[config.mk]
export PLATFORM = sky130hd
export DESIGN_NAME = instruction_fetch_unit
export DESIGN_NICKNAME = d
export VERILOG_FILES = /design/src/rtl/instruction_fetch_unit.sv
export SDC_FILE = /design/constraint.sdc
export NUM_CORES = 1
export LEC_CHECK = 0
export CAP_MARGIN = 30
export CORE_MARGIN = 10
export CORE_UTILIZATION = 43
export CTS_BUF_LIST = sky130_fd_sc_hd__clkbuf_16
export DETAILED_ROUTE_END_ITERATION = 6
export GPL_ROUTABILITY_DRIVEN = 1
export PLACE_DENSITY = 0.86
export SLEW_MARGIN = 20
export SYNTH_ARGS = -nofsm -noshare
export SYNTH_HDL_FRONTEND = slang
export SYNTH_SLANG_ARGS = --single-unit
[constraint.sdc]
create_clock -name clk -period 3.99 [get_ports clk]
set_input_delay 0.5985 -clock clk [delete_from_list [all_inputs] [get_ports clk]]
set_output_delay 0.5985 -clock clk [all_outputs]
set_load 0.01 [all_outputs]
[src/rtl/instruction_fetch_unit.sv]
// Instruction fetch unit: owns the program counter, fetches one word at a time over
// a req/ack memory handshake, and holds it for the decoder until execute retires it.
module instruction_fetch_unit #(
    parameter logic [31:0] RESET_PC = 32'h0000_0000
) (
    input  logic        clk,
    input  logic        reset,
    // Memory side: imem_req stays high with imem_addr frozen until the cycle in which
    // imem_ack=1; that cycle completes the transfer and imem_rdata is captured.
    output logic        imem_req,
    output logic [31:0] imem_addr,
    input  logic        imem_ack,
    input  logic [31:0] imem_rdata,
    output logic [31:0] instr,
    output logic        instr_valid,
    input  logic        retire,
    input  logic        Branch,
    input  logic        Zero,
    input  logic        Jump,
    input  logic        JumpReg,
    input  logic [25:0] TargetInstr,
    input  logic [15:0] Imm16,
    input  logic [31:0] reg_target,
    output logic [31:0] pc,
    output logic [31:0] pc_plus4,
    output logic [1:0]  dbg_state
);

    typedef enum logic [1:0] {
        ST_RST   = 2'd0,
        ST_REQ   = 2'd1,
        ST_ISSUE = 2'd2
    } state_t;

    state_t      state;
    state_t      state_next;
    logic [31:0] pc_r;
    logic [31:0] instr_r;
    logic [31:0] next_pc;
    logic [31:0] branch_offset;
    logic [31:0] branch_target;
    logic [31:0] jump_target;
    logic [31:0] jr_target;
    logic        take_branch;
    logic        fetch_done;
    logic        retire_now;
    logic        unused_reg_bits;

    assign fetch_done = (state == ST_REQ) && imem_ack;
    assign retire_now = (state == ST_ISSUE) && retire;

    always_ff @(posedge clk) begin
        if (reset) begin
            state <= ST_RST;
        end else begin
            state <= state_next;
        end
    end

    always_comb begin
        state_next  = state;
        imem_req    = 1'b0;
        instr_valid = 1'b0;
        case (state)
            ST_RST: begin
                state_next = ST_REQ;
            end
            ST_REQ: begin
                imem_req = 1'b1;
                if (imem_ack) begin
                    state_next = ST_ISSUE;
                end
            end
            ST_ISSUE: begin
                instr_valid = 1'b1;
                if (retire) begin
                    state_next = ST_REQ;
                end
            end
            default: begin
                state_next = ST_RST;
            end
        endcase
    end

    // PC only moves at retire; the captured word only changes when a fetch completes.
    always_ff @(posedge clk) begin
        if (reset) begin
            pc_r <= RESET_PC;
        end else if (retire_now) begin
            pc_r <= next_pc;
        end
    end

    always_ff @(posedge clk) begin
        if (reset) begin
            instr_r <= 32'h0;
        end else if (fetch_done) begin
            instr_r <= imem_rdata;
        end
    end

    assign pc_plus4      = pc_r + 32'd4;
    assign branch_offset = {{14{Imm16[15]}}, Imm16, 2'b00};
    assign branch_target = pc_plus4 + branch_offset;
    assign jump_target   = {pc_plus4[31:28], TargetInstr, 2'b00};
    assign jr_target     = {reg_target[31:2], 2'b00};
    assign take_branch   = Branch && Zero;

    // Register jump beats absolute jump beats taken branch beats fall-through.
    always_comb begin
        next_pc = pc_plus4;
        if (JumpReg) begin
            next_pc = jr_target;
        end else if (Jump) begin
            next_pc = jump_target;
        end else if (take_branch) begin
            next_pc = branch_target;
        end
    end

    assign unused_reg_bits = ^reg_target[1:0];

    assign pc        = pc_r;
    assign imem_addr = pc_r;
    assign instr     = instr_r;
    assign dbg_state = state;

endmodule

* Word-level counts from Yosys, hierarchy flattened
Index checks and enable logic that the tools add are counted.
** Operators by class
- $add $sub $neg :: 2
- Eq/ne operators :: 4
- Muxes and demuxes :: 8
- Reductions and logical operators :: 5
** Operators with widths (number)
- $mux 32 :: 3
- $add 32x3->32 const B :: 1
- $add 32x32->32 :: 1
- $pmux 2 s3 :: 1
- $mux 2 :: 2
- $ne 2x2->1 const B :: 2
- $logic_and 1x1->1 :: 3
- $eq 2x1->1 const B :: 1
- $eq 2x2->1 const B :: 1
- $logic_not 2->1 :: 1
- $mux 1 :: 2
- $reduce_and 2->1 :: 1
** Word-level totals
- Register bits after elaboration :: 66
- Output and inout port bits :: 132
- Logic and storage cells :: 22

* Longest topological paths before layout
Gate-level depths: netlist (run 1).
- Depth after elaboration :: 5
- Depth in mapped cells :: 16
- Mapped depth without buffers :: 15

* Worst setup path after synthesis (run 1)
Ideal clock, no wire load.
- Path type :: register to register
- Start :: register pc_r[7], in the netlist imem_addr[7]
- End :: register pc_r[25], in the netlist imem_addr[25]
- Setup time :: 0.078 ns
- Arrival :: 3.738 ns
- Data required time :: 3.912 ns
- Path slack :: 0.174 ns
- Stages on the path, launching flop included :: 15
- Period minus slack after synthesis :: 3.816 ns
- Cells stage by stage :: dfxtp_1 -> and4_1 -> nand4_2 -> nor3_2 -> nand3_1 -> xnor2_1 -> ha_1 -> clkbuf_1 -> nand3_1 -> or4_1 -> a31oi_1 -> mux2_2 -> a221oi_1 -> a211oi_1 -> nor3_1
** On the way
- Cells in the longest elaborated chain, start to end :: 5
** Ends and longest elaborated chain
- start, declared :: RTL line 37 : logic [31:0] pc_r;
- start signal, assigned :: RTL line 91 : pc_r <= next_pc;
- $add 32x3->32 :: RTL line 103 : assign pc_plus4 = pc_r + 32'd4;
- via pc_plus4[18] :: RTL line 25 : output logic [31:0] pc_plus4,
- $add 32x32->32 :: RTL line 105 : assign branch_target = pc_plus4 + branch_offset;
- $mux 32 :: RTL line 117 : end else if (take_branch) begin
- $mux 32 :: RTL line 115 : end else if (Jump) begin
- $mux 32 :: RTL line 113 : if (JumpReg) begin
The timed path passes the listed nets, and every way through them passes these cells.
A chain may end at the register's enable or synchronous reset.

* Worst setup path in the final report (run 1)
- Start :: register pc_r[5], in the netlist imem_addr[5]
- End :: register pc_r[25], in the netlist imem_addr[25]
** On the way
- Cells in the longest elaborated chain, start to end :: 5
** Ends and longest elaborated chain (RTL line)
- $add 32x3->32 (*) :: 103
- $add 32x32->32 :: 105
- $mux 32 (*) :: 117
- $mux 32 (*) :: 115
- $mux 32 (*) :: 113
Mark *: on every way between the ends. The rest lies on a longest branch, timed or not.

==> metrics.csv, run 1 <==
stage,metric,value,unit
status,status,"complete, no violations",
logic_synthesis,syn_avg_cell_area,7.247,sq um
critical_path,worst-path-max-fanout,5,
critical_path,critPathRequiredTime,4250,ps
die,io_pins,246,
power,power.density,255.7,nW/um^2
place,place.port_buffers,237,
place,dp_slack,35.16,ps
global_route,first_global_vias,6308,
logic_synthesis,synth_cell_types,62,
clock_network,root_buffer,clkbuf_16,
detailed_routing,drt-pass1-iter-count,5,
clock_network,htreeDepth,3,
critical_path,startpoint_type,flip-flop,
die,initial_core_util,44.45,%
logic_synthesis,ys_seq_area_share,23.70,%
timing,fin_skew,3.230,ps
global_route,grt_pass1_wl,34.80,mm
detailed_routing,first_iter_violations,563,
global_route,antenna_found_initial,1,
finish,drive_gt1_share,10.33,%
timing,max_clock_freq,0.2621,GHz
logic_synthesis,ys.flop_type,dfxtp_1,
logic_synthesis,post_synth_inst_count,746,
global_route,met3_usage,7.851,%
detailed_routing,vias,6362,
min_path,min_path_type,flip-flop to flip-flop,
die,die_w,132.1,um
clock_network,clock_path_buffers,2,
logic_synthesis,synth_edf_count,0,
timing,setup_slack,174.3,ps
logic_synthesis,synth_area_leaders,"dfxtp_1 (24%), nand2_1 (8.7%), ha_1 (8.3%)",
place,gp_congestion,0.9563,
detailed_routing,detail-route-antenna-nets,0,
global_route,busiest_layer,met2,
logic_synthesis,synthArstFlopShare,0,%
finish,finalNonFillerCells,1147,
global_route,grt_util_met2,42.57,%
global_route,grt_use_met1,27.58,%
logic_synthesis,synth_top_area_share,23.70,%
critical_path,worstSetupPathType,flip-flop to flip-flop,
clock_network,clk_latency,330,ps
finish,area_growth_syn_to_layout,55.66,%
timing,hold_viol,0,
clock_network,cts_made_buffers,9,
die,die-height,132.1,um
detailed_routing,routed_wl,22.69,mm
timing,finalSetupViolCount,0,
logic_synthesis,yosysWarnings,0,
logic_synthesis,syn_area,5406,sq um
logic_synthesis,yosys.area.top_type,dfxtp_1,
global_route,grt_start_max_net_pins,46,
power,power.leakage,0.003356,uW
finish,postLayoutCoreUtil,69.20,%
global_route,grt_overflow,0,
die,rows,40,
timing,slew_viol_final,0,
finish,nNetsFinal,1124,
clock_network,cts.sinks,64,
timing,period_needed,3816,ps
place,place.detailed.hpwl,17.69,mm
critical_path,worstPathArrival,4070,ps
run,cap_violations,0,
die,die-area,17460,sq um
detailed_routing,drc,0,
timing,finalCritPeriodShare,95.63,%
detailed_routing,wire_per_inst,19.78,um
critical_path,end_kind,flip-flop,
place,place_inst,1128,
power,ir_drop,216.5,uV
detailed_routing,viasPerCell,5.547,
die,coreArea,12160,sq um
timing,worst_pin_slew,818.6,ps
clock_network,cts_tree,built,
global_route,grt_usage,24.56,%
logic_synthesis,ys_ff_latch,64,
timing,maxSlewHeadroom,45.40,%
clock_network,clk_pin_slew,60,ps
-- registers in the layout, indices dropped and copies added (netlist names) --
signal / count
instr: 32
dbg_state: 2
imem_addr: 30
-- cells in the final DEF (no fill, tap or decap), types with 4 or more instances in the layout --
cell type	instances
o21ai_0	36
inv_1	10
ha_1	34
nand3_1	24
xnor2_2	4
a21o_1	10
a31oi_1	7
or3_1	7
conb_1	6
nor3_1	18
o211ai_1	10
a21oi_1	86
o22ai_1	5
clkdlybuf4s50_1	236
nor2_1	54
a311oi_1	5
buf_4	51
xnor2_1	25
nand4_1	9
nand2b_1	5
nand2_1	126
a211oi_1	14
dfxtp_1	63
xor2_1	20
and3_1	13
o21a_1	8
clkbuf_16	9
-- logic make-up (layout without fill, tap and decap cells) --
kind of cell | after synthesis | count (layout) | synth area share, %
flip-flops | 64 | 64 | 23.70
buffers and inverters | 87 | 314 | 8.609
AO/OA/AOI/OAI | 222 | 222 | 25.76
AND/OR/NAND/NOR | 279 | 279 | 23.93
adder cells (fa/ha/maj) | 37 | 37 | 8.702
multiplexers | 5 | 5 | 0.9720
other | 1 | 7 | 0.06936
XOR/XNOR | 51 | 51 | 8.262
-- cell type report --
class / instances / area [sq um]
Antenna cell: 1 / 2.502
Inverter: 10 / 37.54
Sequential cell: 64 / 1282
Multi-Input combinational cell: 600 / 3782
Timing Repair Buffer: 288 / 2750
Clock inverter: 7 / 125.1
Clock buffer: 9 / 225.2
Tap cell: 168 / 210.2
Fill cell: 1025 / 3746
-- metrics by stage --
stage / setup TNS (ps) / power [uW] / instance area [sq um] / hold slack (ps)
after detailed placement: 0 / 1220 / 7945 / 446.1
after floorplan: 0 / 951.6 / 5425 / 480.5
after global placement: 0 / 1217 / 7945 / 440.1
after CTS: 0 / 2153 / 8300 / 453.5
final: 0 / 2152 / 8416 / 451.8
after global routing: -146.9 / 2237 / 8416 / 470.7
-- critical path, stage by stage, from the launching register on --
cell and delay (ps):
dfxtp_1 430, and3_1 210, nand3_1 110, buf_4 180, nor3_1 180, xor2_1 140, ha_1 350, nand2_1 100
a21boi_0 260, o41ai_2 170, or4_4 520, a31oi_2 200, mux2_2 370, a221oi_1 290, a211oi_1 70, nor3_1 170
-- layer usage --
metal,vias to the layer above,routed length (um)
met5,-,0
li1,3090,-
met3,47,1895
met1,2923,8876
met4,0,605
met2,302,11310
-- where the power goes --
part | internal (uW) | switching (uW) | total [uW]
sequential | 664 | 18.5 | 682
combinational | 275 | 263 | 539
clock | 618 | 313 | 931
total | 1560 | 594 | 2150
-- synthesized netlist by cell type (all sizes together) (8+ instances only) --
| master | n |
|---|---|
| a211oi | 16 |
| a21o | 11 |
| a21oi | 88 |
| a31oi | 8 |
| and3 | 13 |
| buf | 38 |
| clkbuf | 39 |
| dfxtp | 64 |
| ha | 36 |
| inv | 10 |
| nand2 | 127 |
| nand3 | 24 |
| nand4 | 10 |
| nor2 | 55 |
| nor3 | 20 |
| o211ai | 10 |
| o21a | 8 |
| o21ai | 38 |
| xnor2 | 29 |
| xor2 | 22 |
-- worst paths after layout --
path	slack [ps]	cells past startpoint	end	start
min	450	2	instr[11]	instr[11]
min reg2reg	450	2	instr[11]	instr[11]
max reg2reg	170	15	imem_addr[25]	imem_addr[5]
max	170	15	imem_addr[25]	imem_addr[5]
-- repair_timing --
item	4_1_cts	5_1_grt
cloned	0	0
hold buffers	0	0
setup endpoints to repair	1	6
pin swaps	0	4
setup buffers	0	2
resized for setup	1	19
hold endpoints to repair	0	0
Power figures use the tool's default switching activity.
==> inputs of run 2 (changes only) <==
--- a/config.mk
+++ b/config.mk
@@ -5,7 +5,7 @@
 export SDC_FILE = /design/constraint.sdc
 export NUM_CORES = 1
 export LEC_CHECK = 0
-export CAP_MARGIN = 30
+export CAP_MARGIN = 20
 export CORE_MARGIN = 10
 export CORE_UTILIZATION = 43
 export CTS_BUF_LIST = sky130_fd_sc_hd__clkbuf_16
==> results of run 2 <==
No change in the layout: final DEF, timing and power equal those of run 1.
==> inputs of run 3 (changes only) <==
--- a/config.mk
+++ b/config.mk
@@ -9,8 +9,8 @@
 export CORE_MARGIN = 10
 export CORE_UTILIZATION = 43
 export CTS_BUF_LIST = sky130_fd_sc_hd__clkbuf_16
+export CTS_CLUSTER_DIAMETER = 40
 export DETAILED_ROUTE_END_ITERATION = 6
-export GPL_ROUTABILITY_DRIVEN = 1
 export PLACE_DENSITY = 0.86
 export SLEW_MARGIN = 20
 export SYNTH_ARGS = -nofsm -noshare
==> results of run 3 <==
No change in the layout: final DEF, timing and power equal those of run 1.
